<file path="config.mk">
export PLATFORM = sky130hd
export DESIGN_NAME = sobel_frame_ctrl
export DESIGN_NICKNAME = d
export VERILOG_FILES = /design/src/rtl/sobel_frame_ctrl.sv
export SDC_FILE = /design/constraint.sdc
export NUM_CORES = 1
export LEC_CHECK = 0
export BUFFER_PORTS_ARGS = -buffer_cell sky130_fd_sc_hd__clkbuf_2
export CORE_MARGIN = 4
export CORE_UTILIZATION = 45
export CTS_CLUSTER_DIAMETER = 120
export DETAILED_ROUTE_END_ITERATION = 6
export GPL_ROUTABILITY_DRIVEN = 0
export PLACE_DENSITY = 0.68
export SYNTH_ARGS = -nofsm -noshare
export SYNTH_HDL_FRONTEND = slang
export SYNTH_SLANG_ARGS = --single-unit
</file>
<file path="constraint.sdc">
create_clock -name clk -period 2.06 [get_ports clk]
set_clock_uncertainty 0.1 [all_clocks]
set_input_delay 0.103 -clock clk [delete_from_list [all_inputs] [get_ports clk]]
set_output_delay 0.103 -clock clk [all_outputs]
set_load 0.02 [all_outputs]
</file>
<file path="src/rtl/sobel_frame_ctrl.sv">
// Frame-synchronous output selector for a Sobel/Scharr edge filter.
// Applies mode changes only at frame boundaries and counts edge pixels per frame.
module sobel_frame_ctrl #(
  parameter int LAT   = 4,
  parameter int H_ACT = 640,
  parameter int V_ACT = 480
) (
  input  logic        clk,
  input  logic        reset,
  input  logic        de,
  input  logic [9:0]  x_coor,
  input  logic [8:0]  y_coor,
  input  logic [11:0] gray_in,
  input  logic [11:0] sobel_out,
  input  logic [11:0] scharr_out,
  input  logic        cfg_valid,
  input  logic [1:0]  cfg_mode,
  output logic        cfg_ack,
  output logic [1:0]  active_mode,
  output logic [11:0] pix_out,
  output logic        pix_de,
  output logic        frame_start,
  output logic [18:0] edge_count,
  output logic        count_valid,
  output logic [1:0]  state_dbg
);

  typedef enum logic [1:0] {
    IDLE = 2'd0,
    RUN  = 2'd1,
    PEND = 2'd2
  } state_e;

  localparam logic [10:0] H_LIM   = 11'(H_ACT);
  localparam logic [9:0]  V_LIM   = 10'(V_ACT);
  localparam logic [18:0] CNT_MAX = 19'h7FFFF;
  localparam logic [11:0] EDGE    = 12'hFFF;

  state_e               state_q, state_d;
  logic [1:0]           staged_q, staged_d;
  logic                 seen_q, seen_d;
  logic [1:0]           active_q, active_d;
  logic                 ack_q, ack_d;
  logic                 fs_q, fs_d;
  logic                 cv_q, cv_d;
  logic [18:0]          cnt_q, cnt_d;
  logic [18:0]          edge_count_q, edge_count_d;
  logic [LAT-1:0]       de_pipe_q, de_pipe_d;
  logic [LAT-1:0][11:0] gray_pipe_q, gray_pipe_d;
  logic [LAT-1:0][1:0]  mode_pipe_q, mode_pipe_d;
  logic [11:0]          pix_q, pix_d;
  logic                 pix_de_q, pix_de_d;

  logic        in_act, fs_det, close;
  logic        d_de, is_edge;
  logic [11:0] d_gray, edge_src;
  logic [1:0]  d_mode;

  // Pixels outside the active window are treated as blanking.
  assign in_act = de && ({1'b0, x_coor} < H_LIM) && ({1'b0, y_coor} < V_LIM);
  assign fs_det = in_act && (x_coor == 10'd0) && (y_coor == 9'd0);

  // cfg_valid is a one-cycle request with no back-pressure: it is always
  // accepted, the last request before a frame start wins, and cfg_ack pulses
  // (with frame_start) in the cycle the requested mode becomes active_mode.
  always_comb begin
    state_d  = state_q;
    staged_d = staged_q;
    seen_d   = seen_q;
    active_d = active_q;
    ack_d    = 1'b0;
    close    = 1'b0;
    case (state_q)
      IDLE: begin
        if (cfg_valid) begin
          staged_d = cfg_mode;
          seen_d   = 1'b1;
        end
        if (fs_det) begin
          active_d = staged_q;
          ack_d    = seen_q;
          seen_d   = 1'b0;
          state_d  = cfg_valid ? PEND : RUN;
        end
      end
      RUN: begin
        close = fs_det;
        if (cfg_valid) begin
          staged_d = cfg_mode;
          state_d  = PEND;
        end
      end
      PEND: begin
        close = fs_det;
        if (cfg_valid) staged_d = cfg_mode;
        if (fs_det) begin
          active_d = staged_q;
          ack_d    = 1'b1;
          state_d  = cfg_valid ? PEND : RUN;
        end
      end
      default: state_d = IDLE;
    endcase
  end

  // The mode travels with each pixel so a switch lands exactly on pixel (0,0).
  always_comb begin
    de_pipe_d      = de_pipe_q;
    gray_pipe_d    = gray_pipe_q;
    mode_pipe_d    = mode_pipe_q;
    de_pipe_d[0]   = in_act;
    gray_pipe_d[0] = gray_in;
    mode_pipe_d[0] = active_d;
    for (int i = 1; i < LAT; i++) begin
      de_pipe_d[i]   = de_pipe_q[i-1];
      gray_pipe_d[i] = gray_pipe_q[i-1];
      mode_pipe_d[i] = mode_pipe_q[i-1];
    end
  end

  assign d_de     = de_pipe_q[LAT-1];
  assign d_gray   = gray_pipe_q[LAT-1];
  assign d_mode   = mode_pipe_q[LAT-1];
  assign edge_src = (d_mode == 2'd2) ? scharr_out : sobel_out;
  assign is_edge  = d_de && (edge_src == EDGE);

  always_comb begin
    pix_d    = 12'd0;
    pix_de_d = d_de;
    fs_d     = fs_det;
    cv_d     = close;
    if (d_de) begin
      case (d_mode)
        2'd0:    pix_d = d_gray;
        2'd1:    pix_d = sobel_out;
        2'd2:    pix_d = scharr_out;
        default: pix_d = (sobel_out == EDGE) ? 12'hF00 : d_gray;
      endcase
    end
    edge_count_d = close ? cnt_q : edge_count_q;
    if (fs_det)                           cnt_d = {18'd0, is_edge};
    else if (is_edge && cnt_q != CNT_MAX) cnt_d = cnt_q + 19'd1;
    else                                  cnt_d = cnt_q;
  end

  always_ff @(posedge clk or negedge reset) begin
    if (!reset) begin
      state_q      <= IDLE;
      staged_q     <= 2'd0;
      seen_q       <= 1'b0;
      active_q     <= 2'd0;
      ack_q        <= 1'b0;
      fs_q         <= 1'b0;
      cv_q         <= 1'b0;
      cnt_q        <= 19'd0;
      edge_count_q <= 19'd0;
      de_pipe_q    <= '0;
      gray_pipe_q  <= '0;
      mode_pipe_q  <= '0;
      pix_q        <= 12'd0;
      pix_de_q     <= 1'b0;
    end else begin
      state_q      <= state_d;
      staged_q     <= staged_d;
      seen_q       <= seen_d;
      active_q     <= active_d;
      ack_q        <= ack_d;
      fs_q         <= fs_d;
      cv_q         <= cv_d;
      cnt_q        <= cnt_d;
      edge_count_q <= edge_count_d;
      de_pipe_q    <= de_pipe_d;
      gray_pipe_q  <= gray_pipe_d;
      mode_pipe_q  <= mode_pipe_d;
      pix_q        <= pix_d;
      pix_de_q     <= pix_de_d;
    end
  end

  assign cfg_ack     = ack_q;
  assign active_mode = active_q;
  assign pix_out     = pix_q;
  assign pix_de      = pix_de_q;
  assign frame_start = fs_q;
  assign edge_count  = edge_count_q;
  assign count_valid = cv_q;
  assign state_dbg   = state_q;

endmodule

</file>
==> results.md <==
* Status: complete, but fails checks
* Failing checks: setup timing
* Mapped Cells at 361
* Mapped Nets at 427
* Post-synth EDFFs at 0
* GRT Util Overall at 0.180
* Starting DRC count in detailed routing at 149
* Async S/R FF share, synth at 1.00
* Filler Cells Inserted at 726
* Die height at 108 um
* Relative slew slack at 0.595
* Vias post-DR at 3,453
* Die area at 11,700 um2
* Max Cap Viol at 0
* Final WL at 9.92 mm
* Grt total ovfl at 0
* Critical path data required time at 2390 ps
* Critical Path AT at 2420 ps
* Clock sink total at 119
* Synth-to-Final Area Change at 44.2%
* Final hold vios at 0
* Design Area, Final at 6530 um2
* Root Buffer: clkbuf_8
* Worst vdd ir at 529 uV
* Port Buffer Count at 99
* Dominant cell type by area after synthesis: dfrtp_1
* Family with the most delay on the worst path: simple AND/OR/NAND/NOR gates
* Total Neg Setup Slack at -32.2 ps
* RSZ-0062 raised after global routing: true
* Ports at 100
* Initial core utilization at 0.464
* Worst Path Max Fanout at 4
* Vias per std cell at 5.00
* Placed cell areas at 5290 um2
* Hold Crit Class: in -> reg
* Routed length per instance at 14.4 um
* Antenna-violating nets left at 0
* Hold path start: y_coor[2]
* Chip Width at 108 um
* Internal at 4.29 mW
* Critical path endpoint category: register
* CTS tree: done
* Slew Viols, Final at 0
* First-pass GRT wire length at 16.2 mm
* Dominant synthesized flop cell: dfrtp_1
* Worst-path cell chain: nand3_2 > or3_4 > or4_4 > and3b_4 > a21o_1 > a21oi_2
* Total power at 5.62 mW
* DR pass1 iterations at 4
* DRC Markers at 0
* Nets at 610
* Worst path slowest cell: or4_4
* Min cycle time layout at 2090 ps
* Most frequent cells in the layout: 119 x dfrtp_1, 98 x clkbuf_2, 56 x dlygate4sd3_1
* Synthesized flop and latch total at 119
* CTS max path bufs at 2
* H-tree lvl count at 4
* Logic pwr share at 0.069
* Layout cells sized above 1 at 0.346
* Share of the synthesized area in the top cell type at 0.657
* Pin count of the biggest net entering global routing at 120
* Switching share of power at 0.236
* Commonest non-fill, non-tap cell in the layout: dfrtp_1
* Netlist Area Pre-Place at 4530 um2
* Synth top area cells: dfrtp_1 66%, mux2_2 5.7%, nor2_1 2.6%
* Initial antenna violation count at 0
* Crit path largest cell delay at 470 ps
* CTS buffer count at 17
* Crit Path Category: reg -> reg
* Row Count at 36
* Synth warn at 0
* Setup Viol. Count Final at 1
* Critical path startpoint: cnt_q[13]
* Clock group share of total power at 0.494
* Worst Tran Pin Value at 608 ps
* Pleak at 3.12 nW
* Vias in the first global route at 3,434
* R2R Path Start: cnt_q[13]
* Pwr Density at 860 nW/um2
* Final WS setup at -32.2 ps
* Final period utilization at 1.02
* Core area at 9770 um2
* CP startpoint kind: register
* Post-synthesis average cell area at 12.6 um2
* Switching power at 1.33 mW
* Reg clk slew, reported paths at 60 ps
* Clk Latency, worst-skew pair at 510 ps
* Highest clock rate at 478 MHz
* Flop pwr share at 0.437
* Synth unique cells at 42
* Post-detail-place hpwl at 6.29 mm
* CP bufs+invs at 0
* Seq/Total Area, Yosys at 0.657
stage by stage:
step	hold slack, ps	worst slack [ps]	util	instances
after floorplan	-293	9.84	-	361
after global placement	112	69.9	0.541	597
after detailed placement	113	4.74	0.541	597
after CTS	22.7	-26.7	0.659	685
after global routing	61.0	-90.1	0.668	690
final	35.4	-32.2	0.668	691
cell usage after synthesis (all sizes together) (2+ instances only):
cell,instances
and2,2
mux2i,8
clkbuf,6
mux2,23
o21ai,14
nand2,26
nor4,8
inv,6
nor3,6
nand2b,2
nor2,31
and3,2
o22ai,4
xnor2,2
a21oi,13
or3,8
a221oi,8
nor2b,11
dfrtp,119
nand4,15
o211ai,3
buf,8
nand3,11
ha,5
or4,4
xor2,6
layout make-up:
class,instances,area [um2],share of cell area
Antenna cell,1,2.50,0.000383
Multi-Input combinational cell,222,1530,0.234
Clock inverter,13,134,0.0205
Tap cell,133,166,0.0255
Sequential cell,119,2980,0.456
Timing Repair Buffer,178,1260,0.193
Clock buffer,19,442,0.0676
Inverter,6,22.5,0.00345
power groups by stage:
stage / clock network, mW / registers [mW] / logic [mW]
6_report: 2.78 / 2.46 / 0.385
5_1_grt: 2.97 / 2.47 / 0.430
4_1_cts: 2.85 / 2.46 / 0.379
3_5_place_dp: 0 / 2.50 / 0.296
3_3_place_gp: 0 / 2.50 / 0.289
2_1_floorplan: 0 / 2.52 / 0.100
flip-flops by register name, summed over array words and instances, names as in the netlist:
| signal | cells |
|---|---|
| gray_pipe_d | 36 |
| cnt_q | 19 |
| edge_count | 19 |
| d_gray | 12 |
| pix_out | 12 |
| mode_pipe_d | 6 |
| de_pipe_q | 4 |
| d_mode | 2 |
| staged_q | 2 |
| state_dbg | 2 |
| cfg_ack | 1 |
| count_valid | 1 |
| frame_start | 1 |
| pix_de | 1 |
| seen_q | 1 |
per-layer routing:
| metal | track usage | up-vias | part of all wire |
|---|---|---|---|
| li1 | - | 1660 | - |
| met1 | 0.226 | 1658 | 0.42 |
| met2 | 0.286 | 109 | 0.51 |
| met3 | 0.0507 | 26 | 0.043 |
| met4 | 0.0902 | 0 | 0.026 |
| met5 | 0 | - | 0 |
worst paths after layout:
path	endpoint	slack (ps)	cells past startpoint
min in group asynchronous	d_gray[9]	150	3
max in group asynchronous	pix_out[4]	1230	3
min reg2reg	de_pipe_q[3]	250	0
max	cnt_q[17]	-30	6
max reg2reg	cnt_q[17]	-30	6
min	seen_q	40	5
kinds of logic (layout without fill, tap and decap cells):
group,after synthesis,count (layout),synth area share
other cells,0,1,0
xor+xnor,8,8,0.0155
fa+ha+maj,5,5,0.0138
buf+inv,20,216,0.0202
mux,31,31,0.0748
simple gates,131,131,0.153
flops,119,119,0.657
compound gates,47,47,0.0655
tightest hold or removal path, delay by kind of cell:
kind                   cells  cell delay [ps]
AOI/OAI and AO/OA          1              160
buffers and inverters      1               90
and+or+nand+nor            3              240
repair_timing:
action	in CTS	in global routing
endpoints found under the setup margin	2	15
hold buffers	56	0
endpoints found under the hold margin	152	0
resized for setup	2	11
pin swaps	0	2
buffers inserted	0	5
Note: power is estimated with default switching activity, not from simulation.
